File: config.mk
export PLATFORM = sky130hd
export DESIGN_NAME = rtc_bus_ctrl_flat
export DESIGN_NICKNAME = d
export VERILOG_FILES = /design/src/rtl/rtc_bus_ctrl_pkg.sv /design/src/rtl/rtc_bus_ctrl_if.sv /design/src/rtl/rtc_bus_ctrl.sv /design/src/flat_wrapper.sv
export SDC_FILE = /design/constraint.sdc
export NUM_CORES = 1
export LEC_CHECK = 0
export ABC_AREA = 1
export CAP_MARGIN = 20
export CORE_UTILIZATION = 33
export CTS_CLUSTER_SIZE = 16
export DETAILED_ROUTE_END_ITERATION = 10
export GPL_TIMING_DRIVEN = 0
export PLACE_DENSITY = 0.56
export SLEW_MARGIN = 5
export SYNTH_ARGS = -nofsm -noshare
export SYNTH_HDL_FRONTEND = slang
export SYNTH_SLANG_ARGS = --single-unit
export TNS_END_PERCENT = 1
File: constraint.sdc
create_clock -name CLK -period 1.7 [get_ports CLK]
set_input_delay 0.17 -clock CLK [delete_from_list [all_inputs] [get_ports CLK]]
set_output_delay 0.17 -clock CLK [all_outputs]
set_load 0.01 [all_outputs]
File: src/rtl/rtc_bus_ctrl_pkg.sv
// rtc_bus_pkg: shared types and constants for the RTC multiplexed-bus engine.
package rtc_bus_pkg;

  localparam int RTC_ADDR_W = 7;
  localparam int RTC_DATA_W = 8;

  // Default bus timing, in CLK cycles (each 1..15)
  localparam int DEF_T_SETUP = 2;
  localparam int DEF_T_PULSE = 4;
  localparam int DEF_T_HOLD  = 2;
  localparam int DEF_T_GAP   = 4;

  typedef enum logic [3:0] {
    IDLE     = 4'd0,
    A_SETUP  = 4'd1,
    A_STROBE = 4'd2,
    A_HOLD   = 4'd3,
    GAP      = 4'd4,
    D_SETUP  = 4'd5,
    D_STROBE = 4'd6,
    D_HOLD   = 4'd7,
    DONE     = 4'd8
  } rtc_state_e;

  // Phase counter load value: the counter runs len-1 .. 0, so a phase lasts len cycles
  function automatic logic [3:0] phase_load(input int len);
    return 4'(len - 1);
  endfunction

endpackage

File: src/rtl/rtc_bus_ctrl_if.sv
// rtc_bus_ctrl_if: request side (upstream FSM) and RTC AD-bus side of the engine.
interface rtc_bus_ctrl_if;
  import rtc_bus_pkg::*;

  logic                  Acceso;
  logic                  Mod;
  logic [RTC_ADDR_W-1:0] Dir;
  logic [RTC_DATA_W-1:0] Wdata;
  logic [RTC_DATA_W-1:0] ad_in;
  logic [RTC_DATA_W-1:0] ad_out;
  logic                  ad_oe;
  logic                  AD_n;
  logic                  CS_n;
  logic                  RD_n;
  logic                  WR_n;
  logic [RTC_DATA_W-1:0] Rdata;
  logic                  FRW;
  logic                  Busy;

  // Requester (sequencing FSM plus pad read-back)
  modport master (
    output Acceso, Mod, Dir, Wdata, ad_in,
    input  ad_out, ad_oe, AD_n, CS_n, RD_n, WR_n, Rdata, FRW, Busy
  );

  // Bus-cycle engine
  modport slave (
    input  Acceso, Mod, Dir, Wdata, ad_in,
    output ad_out, ad_oe, AD_n, CS_n, RD_n, WR_n, Rdata, FRW, Busy
  );

endinterface

File: src/rtl/rtc_bus_ctrl.sv
// rtc_bus_ctrl: runs one address phase + data phase on the RTC's Intel-mode
// multiplexed AD bus per Acceso rising edge, then pulses FRW. All bus outputs
// are flops loaded on the edge that enters the state they belong to.
module rtc_bus_ctrl
  import rtc_bus_pkg::*;
#(
  parameter int T_SETUP = DEF_T_SETUP,
  parameter int T_PULSE = DEF_T_PULSE,
  parameter int T_HOLD  = DEF_T_HOLD,
  parameter int T_GAP   = DEF_T_GAP
) (
  input  logic           CLK,
  input  logic           RST,
  rtc_bus_ctrl_if.slave  bus
);

  localparam logic [3:0] LD_SETUP = phase_load(T_SETUP);
  localparam logic [3:0] LD_PULSE = phase_load(T_PULSE);
  localparam logic [3:0] LD_HOLD  = phase_load(T_HOLD);
  localparam logic [3:0] LD_GAP   = phase_load(T_GAP);

  rtc_state_e            state_r, state_nxt_s;
  logic [3:0]            cnt_r, cnt_nxt_s;
  logic                  acceso_prev_r;
  logic                  start_s;

  logic [RTC_ADDR_W-1:0] dir_r, dir_nxt_s;
  logic                  mod_r, mod_nxt_s;
  logic [RTC_DATA_W-1:0] wdata_r, wdata_nxt_s;

  logic                  cs_n_r, cs_n_nxt_s;
  logic                  rd_n_r, rd_n_nxt_s;
  logic                  wr_n_r, wr_n_nxt_s;
  logic                  ad_n_r, ad_n_nxt_s;
  logic                  ad_oe_r, ad_oe_nxt_s;
  logic [RTC_DATA_W-1:0] ad_out_r, ad_out_nxt_s;
  logic                  frw_r, frw_nxt_s;
  logic                  busy_r, busy_nxt_s;
  logic [RTC_DATA_W-1:0] rdata_r, rdata_nxt_s;

  // Only a fresh rising edge seen while idle starts a transaction
  assign start_s = (state_r == IDLE) && bus.Acceso && !acceso_prev_r;

  // Next state and phase counter: each phase lasts its length, then advances
  always_comb begin
    state_nxt_s = state_r;
    cnt_nxt_s   = cnt_r;
    case (state_r)
      IDLE: begin
        if (start_s) begin
          state_nxt_s = A_SETUP;
          cnt_nxt_s   = LD_SETUP;
        end else begin
          state_nxt_s = IDLE;
          cnt_nxt_s   = 4'd0;
        end
      end
      DONE: begin
        state_nxt_s = IDLE;
        cnt_nxt_s   = 4'd0;
      end
      default: begin
        if (cnt_r != 4'd0) begin
          cnt_nxt_s = cnt_r - 4'd1;
        end else begin
          case (state_r)
            A_SETUP:  begin state_nxt_s = A_STROBE; cnt_nxt_s = LD_PULSE; end
            A_STROBE: begin state_nxt_s = A_HOLD;   cnt_nxt_s = LD_HOLD;  end
            A_HOLD:   begin state_nxt_s = GAP;      cnt_nxt_s = LD_GAP;   end
            GAP:      begin state_nxt_s = D_SETUP;  cnt_nxt_s = LD_SETUP; end
            D_SETUP:  begin state_nxt_s = D_STROBE; cnt_nxt_s = LD_PULSE; end
            D_STROBE: begin state_nxt_s = D_HOLD;   cnt_nxt_s = LD_HOLD;  end
            D_HOLD:   begin state_nxt_s = DONE;     cnt_nxt_s = 4'd0;     end
            default:  begin state_nxt_s = IDLE;     cnt_nxt_s = 4'd0;     end
          endcase
        end
      end
    endcase
  end

  // Request capture: Dir/Mod/Wdata frozen at the start edge for the whole transaction
  always_comb begin
    if (start_s) begin
      dir_nxt_s   = bus.Dir;
      mod_nxt_s   = bus.Mod;
      wdata_nxt_s = bus.Wdata;
    end else begin
      dir_nxt_s   = dir_r;
      mod_nxt_s   = mod_r;
      wdata_nxt_s = wdata_r;
    end
  end

  // Bus outputs for the state being entered, using the captured request
  always_comb begin
    cs_n_nxt_s   = 1'b1;
    rd_n_nxt_s   = 1'b1;
    wr_n_nxt_s   = 1'b1;
    ad_n_nxt_s   = 1'b1;
    ad_oe_nxt_s  = 1'b0;
    ad_out_nxt_s = 8'h00;
    frw_nxt_s    = 1'b0;
    busy_nxt_s   = 1'b1;
    case (state_nxt_s)
      A_SETUP, A_STROBE, A_HOLD: begin
        cs_n_nxt_s   = 1'b0;
        ad_n_nxt_s   = 1'b0;
        ad_oe_nxt_s  = 1'b1;
        ad_out_nxt_s = {1'b0, dir_nxt_s};
        wr_n_nxt_s   = (state_nxt_s == A_STROBE) ? 1'b0 : 1'b1;
      end
      GAP: begin
        busy_nxt_s = 1'b1;
      end
      D_SETUP, D_STROBE, D_HOLD: begin
        cs_n_nxt_s   = 1'b0;
        ad_oe_nxt_s  = mod_nxt_s;
        ad_out_nxt_s = mod_nxt_s ? wdata_nxt_s : 8'h00;
        if (state_nxt_s == D_STROBE) begin
          wr_n_nxt_s = !mod_nxt_s;
          rd_n_nxt_s = mod_nxt_s;
        end else begin
          wr_n_nxt_s = 1'b1;
          rd_n_nxt_s = 1'b1;
        end
      end
      DONE: begin
        frw_nxt_s  = 1'b1;
        busy_nxt_s = 1'b0;
      end
      default: begin
        busy_nxt_s = 1'b0;
      end
    endcase
  end

  // Read capture on the edge that leaves D_STROBE, while RD_n is still low
  always_comb begin
    if ((state_r == D_STROBE) && (cnt_r == 4'd0) && !mod_r) begin
      rdata_nxt_s = bus.ad_in;
    end else begin
      rdata_nxt_s = rdata_r;
    end
  end

  // State, counter, captured request and output flops; reset releases the bus at once
  always_ff @(posedge CLK or posedge RST) begin
    if (RST) begin
      state_r       <= IDLE;
      cnt_r         <= 4'd0;
      acceso_prev_r <= 1'b0;
      dir_r         <= 7'h00;
      mod_r         <= 1'b0;
      wdata_r       <= 8'h00;
      cs_n_r        <= 1'b1;
      rd_n_r        <= 1'b1;
      wr_n_r        <= 1'b1;
      ad_n_r        <= 1'b1;
      ad_oe_r       <= 1'b0;
      ad_out_r      <= 8'h00;
      frw_r         <= 1'b0;
      busy_r        <= 1'b0;
      rdata_r       <= 8'h00;
    end else begin
      state_r       <= state_nxt_s;
      cnt_r         <= cnt_nxt_s;
      acceso_prev_r <= bus.Acceso;
      dir_r         <= dir_nxt_s;
      mod_r         <= mod_nxt_s;
      wdata_r       <= wdata_nxt_s;
      cs_n_r        <= cs_n_nxt_s;
      rd_n_r        <= rd_n_nxt_s;
      wr_n_r        <= wr_n_nxt_s;
      ad_n_r        <= ad_n_nxt_s;
      ad_oe_r       <= ad_oe_nxt_s;
      ad_out_r      <= ad_out_nxt_s;
      frw_r         <= frw_nxt_s;
      busy_r        <= busy_nxt_s;
      rdata_r       <= rdata_nxt_s;
    end
  end

  assign bus.CS_n   = cs_n_r;
  assign bus.RD_n   = rd_n_r;
  assign bus.WR_n   = wr_n_r;
  assign bus.AD_n   = ad_n_r;
  assign bus.ad_oe  = ad_oe_r;
  assign bus.ad_out = ad_out_r;
  assign bus.FRW    = frw_r;
  assign bus.Busy   = busy_r;
  assign bus.Rdata  = rdata_r;

endmodule

File: src/flat_wrapper.sv
// flat-port wrapper written by rule: the top's interface ports become plain ports
module rtc_bus_ctrl_flat import rtc_bus_pkg::*;
#(
  parameter int T_SETUP = DEF_T_SETUP,
  parameter int T_PULSE = DEF_T_PULSE,
  parameter int T_HOLD  = DEF_T_HOLD,
  parameter int T_GAP   = DEF_T_GAP
)
  (CLK, RST, bus_Acceso, bus_Mod, bus_Dir, bus_Wdata, bus_ad_in, bus_ad_out, bus_ad_oe, bus_AD_n, bus_CS_n, bus_RD_n, bus_WR_n, bus_Rdata, bus_FRW, bus_Busy);
  rtc_bus_ctrl_if bus_i ();
  input  logic CLK;
  input  logic RST;
  input wire logic [$bits(bus_i.Acceso)-1:0] bus_Acceso;
  input wire logic [$bits(bus_i.Mod)-1:0] bus_Mod;
  input wire logic [$bits(bus_i.Dir)-1:0] bus_Dir;
  input wire logic [$bits(bus_i.Wdata)-1:0] bus_Wdata;
  input wire logic [$bits(bus_i.ad_in)-1:0] bus_ad_in;
  output wire logic [$bits(bus_i.ad_out)-1:0] bus_ad_out;
  output wire logic [$bits(bus_i.ad_oe)-1:0] bus_ad_oe;
  output wire logic [$bits(bus_i.AD_n)-1:0] bus_AD_n;
  output wire logic [$bits(bus_i.CS_n)-1:0] bus_CS_n;
  output wire logic [$bits(bus_i.RD_n)-1:0] bus_RD_n;
  output wire logic [$bits(bus_i.WR_n)-1:0] bus_WR_n;
  output wire logic [$bits(bus_i.Rdata)-1:0] bus_Rdata;
  output wire logic [$bits(bus_i.FRW)-1:0] bus_FRW;
  output wire logic [$bits(bus_i.Busy)-1:0] bus_Busy;
  assign bus_i.Acceso = bus_Acceso;
  assign bus_i.Mod = bus_Mod;
  assign bus_i.Dir = bus_Dir;
  assign bus_i.Wdata = bus_Wdata;
  assign bus_i.ad_in = bus_ad_in;
  assign bus_ad_out = bus_i.ad_out;
  assign bus_ad_oe = bus_i.ad_oe;
  assign bus_AD_n = bus_i.AD_n;
  assign bus_CS_n = bus_i.CS_n;
  assign bus_RD_n = bus_i.RD_n;
  assign bus_WR_n = bus_i.WR_n;
  assign bus_Rdata = bus_i.Rdata;
  assign bus_FRW = bus_i.FRW;
  assign bus_Busy = bus_i.Busy;
  rtc_bus_ctrl #(.T_SETUP(T_SETUP), .T_PULSE(T_PULSE), .T_HOLD(T_HOLD), .T_GAP(T_GAP)) u_core (.CLK(CLK), .RST(RST), .bus(bus_i));
endmodule
Yosys cells after proc, flatten, opt, wreduce, memory -nomap -nowiden:

Cells that the tools add are included.

* bits in registers: 48
* output and inout port bits: 23

* $add $sub $neg: 1
* equality and inequality tests: 16
* mux-type cells: 22
* reduce and logical (&&, ||, !) cells: 16

Operator list (count)
* $eq 4x3->1 const B: 8
* $pmux 4 s7: 1
* $eq 4x2->1 const B: 4
* $mux 8: 2
* $pmux 4 s2: 2
* $pmux 8 s2: 1
* $reduce_or 3->1: 4
* $mux 1: 10
* $eq 4x1->1 const B: 2
* $eq 4x4->1 const B: 2
* $logic_not 4->1: 2
* $mux 4: 2
* $mux 7: 1
* $reduce_or 7->1: 1
* $reduce_or 6->1: 1
* $logic_and 1x1->1: 4
* $pmux 1 s2: 2
* $pmux 2 s2: 1
* $reduce_bool 4->1: 1
* $sub 4x1->4 const B: 1
* $logic_not 1->1: 3

Logic depth before layout (Yosys ltp):

* depth in word-level cells: 8
* gate-level depth with buffers: 10
* mapped depth without buffers: 9

Worst setup path after synthesis:

Ideal clock, no wire load.

* path type: flip-flop to flip-flop
* start: register u_core.cnt_r[0]
* end: register u_core.rdata_r[6], in the netlist u_core.bus.Rdata[6]
* library setup time: 0.130 ns
* arrival time: 1.344 ns
* setup slack: 0.226 ns
* cell stages (with the launch flop): 9
* path buffers: 1
* clock period less this slack: 1.474 ns
* path through: dfrtp_1 inv_1 ha_1 nand2_2 inv_2 nand4_2 clkbuf_1 nand2_1 o21ai_1

* longest elaborated chain between the ends: 3

RTL lines
* start: declaration: line rtc_bus_ctrl.sv:23 `logic [3:0] cnt_r, cnt_nxt_s;`
* start signal: assignment: line rtc_bus_ctrl.sv:166 `cnt_r <= cnt_nxt_s;`
* $logic_not 4->1: line rtc_bus_ctrl.sv:139 `if ((state_r == D_STROBE) && (cnt_r == 4'd0) && !mod_r) begin`
* $logic_and 1x1->1 (2 in a row): line rtc_bus_ctrl.sv:139
* end signal: assignment: line rtc_bus_ctrl.sv:179 `rdata_r <= rdata_nxt_s;`
* end: declaration: line rtc_bus_ctrl.sv:39 `logic [RTC_DATA_W-1:0] rdata_r, rdata_nxt_s;`

Every way passes these cells.
A chain may end at the register's enable or synchronous reset.

Final worst setup path:

* start: register u_core.state_r[2]
* end: register u_core.ad_out_r[5], in the netlist u_core.bus.ad_out[5]

* elaborated cells on any way between the ends: 28
* those cells by class: 14 x eq/ne; 9 x mux; 5 x reduce/logical

RTL lines
* start: declaration: line rtc_bus_ctrl.sv:22 `rtc_state_e state_r, state_nxt_s;`
* start signal: assignment: line rtc_bus_ctrl.sv:165 `state_r <= state_nxt_s;`
* $eq 4x3->1 (tied with other cells): line rtc_bus_ctrl.sv:66 `case (state_r)`
* $pmux 4 s7: line rtc_bus_ctrl.sv:66
* $mux 4: line rtc_bus_ctrl.sv:63 `if (cnt_r != 4'd0) begin`
* $pmux 4 s2 (*): line rtc_bus_ctrl.sv:48 `case (state_r)`
* named net u_core.state_nxt_s[2]: line rtc_bus_ctrl.sv:22
* $eq 4x3->1 (tied with other cells): line rtc_bus_ctrl.sv:104 `case (state_nxt_s)`
* $reduce_or 3->1: line rtc_bus_ctrl.sv:104
* $pmux 8 s2 (*): line rtc_bus_ctrl.sv:104
* named net u_core.ad_out_nxt_s[5]: line rtc_bus_ctrl.sv:36 `logic [RTC_DATA_W-1:0] ad_out_r, ad_out_nxt_s;`
* end signal: assignment: line rtc_bus_ctrl.sv:176 `ad_out_r <= ad_out_nxt_s;`
* end: declaration: line rtc_bus_ctrl.sv:36

Mark *: on every way through the listed nets, which the timed path passes. The rest lies on a longest branch.

==> impl_summary.txt <==
----------------------------------------------------
[Synth]
  Avg Synthesized Cell Area ... 9.08 um2
  Flops & latches, synth ... 48
  Synth Flop Type ... sky130_fd_sc_hd__dfrtp_1
  Number of standard cells after synthesis ... 247
  Syn Nets ... 276
  Post-synthesis cell type count ... 26
  FFs w/ async S/R, synth ... 1.00
  Number of flops mapped to enable cells by yosys ... 0
  Yosys warning total ... 0
  Post-Synthesis Cell Area ... 0.00224 mm2
  Sequential-to-total area share from yosys stat ... 0.538

[Die]
  Core Box Area ... 0.00646 mm2
  Die X-Extent ... 84.5 um
  Die outline area ... 0.00713 mm2
  Initial core utilization ... 0.347
  Row count ... 29
  Number of ports placed on the die boundary ... 50
  Height of the die ... 84.5 um

[Timing]
  Time the worst path needs with I/O delays and setup ... 1560 ps
  Worst clock skew ... 3.09 ps
  Setup violations, final ... 0
  Final worst path period share ... 0.917
  Unrepaired setup endpoints after global routing ... false
  Final Hold Vio Count ... 0
  Total negative slack for setup checks ... 0 ps
  Slew at the pin with the worst max-slew slack ... 370 ps
  Final-layout worst hold slack ... 151 ps
  Slew Viols, Final ... 0
  Upper clock frequency limit ... 642 MHz
  Headroom to the max-slew limit ... 0.753

[Global routing]
  Vias in the first global route ... 1713
  Final global-route overflow total ... 0
  Maximum number of pins on one net before global-route repair ... 34
  First-pass GRT wire length ... 8060 um
  Grt met3 use ... 0.0275
  Overall fraction of global-route tracks in use ... 0.142
  M2 GR Usage ... 0.203
  Highest-utilization routing layer at the global route stage ... met1
  Global Route met1 Usage ... 0.216
  Number of antenna violations at the first check in global routing ... 0

[Clock network]
  Number of buffers on the longest clock path ... 2
  Clock slew seen by the registers of the worst setup and hold paths ... 90 ps
  CTS tree ... yes
  Total clock sinks ... 48
  Root Buffer Master ... sky130_fd_sc_hd__clkbuf_8
  Number of buffers created by CTS ... 5
  CTS H-Tree Depth ... 2
  Clock insertion delay at the later pin of the skew report ... 300 ps

[Flow run]
  Number of maximum-capacitance violations ... 0

[Final layout]
  Post-Route Utilization ... 0.474
  Post-layout net count ... 337
  Diodes inserted ... 0
  Area Growth Syn to Fin ... 36.4%
  Non-filler cells, final ... 386
  Fraction of layout instances using a drive strength above 1 ... 0.204

[Power]
  Standby leakage power ... 1.52 nW
  P_sw ... 0.00214 W
  Max VDD drop ... 0.700 mV
  Internal Power ... 0.00337 W
  Relative contribution of combinational cells to total power ... 0.495
  Power per cell area ... 1800 mW/mm2
  Switching part of the total ... 0.389
  Portion of total power attributed to the clock network ... 0.160
  Sequential fraction of design power ... 0.345

[Routing]
  Detail-routed net length per standard cell ... 11.9 um
  Number of vias per cell ... 4.55
  Count of vias placed by the detailed router ... 1758
  Post-DRT Antenna Nets ... 0
  Residual DRC count ... 4
  Number of iterations in the first detailed-routing pass ... 9
  Detailed-route wire length ... 4590 um
  DRC marker count from the first detailed-route iteration ... 99

[Place]
  Number of cells in the design after placement ... 374
  GPL Wtd Cong ... 0.798
  Half-perimeter wire length after detailed placement ... 3210 um
  Count of input and output buffers ... 49

[Critical path]
  Largest incremental delay on the critical path ... 490 ps
  Highest-delay cell along the critical path ... sky130_fd_sc_hd__dfrtp_1
  Crit start category ... flip-flop
  Highest net fanout along the worst path ... 10
  Crit path arrival time ... 1800 ps
  Kind of critical path ... flip-flop to flip-flop
  Cell chain of the critical path ... nor2_2 > buf_6 > nand2_4 > nor2_4 > inv_1 > nand2_1 > nand3_1 > a21oi_2
  Type of destination of the critical path ... flip-flop
  Required time at the worst-slack endpoint ... 1940 ps

[Status]
  Failing checks ... design-rule violations
  Result of the run ... finished, violations left

[Hold path]
  Hold Path Class ... primary input to asynchronous set/reset pin

----------------------------------------------------
[worst paths after layout]
path,start,to,slack [ps],cells past startpoint
min reg2reg,u_core.wdata_r[7]$_DFF_PP0_,u_core.wdata_r[7]$_DFF_PP0_,480,2
min,RST,u_core.bus.Rdata[5]$_DFFE_PP0P_,150,2
min in group CLK,bus_Acceso,u_core.acceso_prev_r$_DFF_PP0_,340,1
max reg2reg,u_core.state_r[2]$_DFF_PP0_,u_core.bus.ad_out[5]$_DFF_PP0_,140,8
max,u_core.state_r[2]$_DFF_PP0_,u_core.bus.ad_out[5]$_DFF_PP0_,140,8
max in group asynchronous,RST,u_core.bus.WR_n$_DFF_PP1_,990,3
[final cells by class]
type                       instances  area (um2)
inverter                          47         179
sequential                        48        1210
timing repair buffer              54         553
tap                               77        96.3
clock buffer                       6        82.6
clock inverter                     2        38.8
fill                             654        3400
buffer                             7        83.8
multi-input combinational        145         820
[metal layers]
layer / part of all wire / routed length, um
met2: 0.42 / 1940
met4: 0.0083 / 38
met1: 0.53 / 2410
met5: 0 / 0
met3: 0.044 / 200
[layout by cell type (no fill, tap or decap), types with 4 or more instances in the layout]
| master | n |
|---|---|
| sky130_fd_sc_hd__clkdlybuf4s50_1 | 49 |
| sky130_fd_sc_hd__nand2_1 | 47 |
| sky130_fd_sc_hd__inv_1 | 44 |
| sky130_fd_sc_hd__dfrtp_1 | 43 |
| sky130_fd_sc_hd__nand4_1 | 14 |
| sky130_fd_sc_hd__nor2_1 | 14 |
| sky130_fd_sc_hd__nand2_2 | 12 |
| sky130_fd_sc_hd__nand3_1 | 11 |
| sky130_fd_sc_hd__o21ai_1 | 11 |
| sky130_fd_sc_hd__o21ai_2 | 7 |
| sky130_fd_sc_hd__clkbuf_8 | 6 |
| sky130_fd_sc_hd__buf_6 | 5 |
| sky130_fd_sc_hd__nor2_4 | 4 |
| sky130_fd_sc_hd__nor2_2 | 4 |
| sky130_fd_sc_hd__dfstp_2 | 4 |
[logic make-up after synthesis]
group	count (synthesis)	synth area share
fa+ha+maj	2	0.0112
buf+inv	54	0.110
compound gates	28	0.0798
simple gates	114	0.257
flops	48	0.538
xor+xnor	1	0.00390
[synthesized netlist by cell type, types with 3 or more instances]
library cell              count  share of area
sky130_fd_sc_hd__nor2_1      14          0.023
sky130_fd_sc_hd__buf_6        6          0.030
sky130_fd_sc_hd__nand2_1     49          0.082
sky130_fd_sc_hd__dfrtp_1     44           0.49
sky130_fd_sc_hd__nand2_2     11          0.031
sky130_fd_sc_hd__o21ai_2      6          0.023
sky130_fd_sc_hd__a21oi_2      3          0.012
sky130_fd_sc_hd__nor2_2       5          0.014
sky130_fd_sc_hd__inv_1       46          0.077
sky130_fd_sc_hd__dfstp_2      4          0.047
sky130_fd_sc_hd__o21ai_1     12          0.027
sky130_fd_sc_hd__nand3_1     11          0.025
sky130_fd_sc_hd__o21ai_0      3         0.0067
sky130_fd_sc_hd__nand4_1     14          0.039
sky130_fd_sc_hd__nor2_4       3          0.015
[registers in the layout (all words and copies together), names as in the netlist]
signal	flops
u_core.bus.Rdata	8
u_core.bus.ad_out	8
u_core.wdata_r	8
u_core.dir_r	7
u_core.cnt_r	4
u_core.state_r	4
u_core.acceso_prev_r	1
u_core.bus.AD_n	1
u_core.bus.Busy	1
u_core.bus.CS_n	1
u_core.bus.FRW	1
u_core.bus.RD_n	1
u_core.bus.WR_n	1
u_core.bus.ad_oe	1
u_core.mod_r	1
[power by group through the flow]
stage	clock, W	sequential, W	combinational, W
after CTS	0.000909	0.00190	0.00259
after detailed placement	0	0.00192	0.00258
after global placement	0	0.00192	0.00255
final	0.000880	0.00190	0.00273
after global routing	0.000946	0.00196	0.00307
after floorplan	0	0.00200	0.00161
[timing repair]
item                       4_1_cts  5_1_grt
gates resized for setup          2       12
setup buffers                    0        4
pin swaps                        0        2
cloned                           0        0
setup endpoints to repair        8       21
hold buffers                     0        0
[metrics by stage]
| step | worst slack, ps | instance area, um2 | power (W) |
|---|---|---|---|
| 6_report | 142 | 3060 | 0.00551 |
| 5_1_grt | 0.393 | 3060 | 0.00597 |
| 4_1_cts | 19.1 | 2980 | 0.00541 |
| 3_5_place_dp | -133 | 2850 | 0.00450 |
| 3_3_place_gp | -624 | 2830 | 0.00447 |
| 2_1_floorplan | 226 | 2240 | 0.00361 |
[worst max-delay path, delay by kind of cell (launching register included)]
kind	cells	cell delay, ps
simple gates	5	640
flops	1	490
buf+inv	2	230
compound gates	1	130
Power figures use the tool's default switching activity.
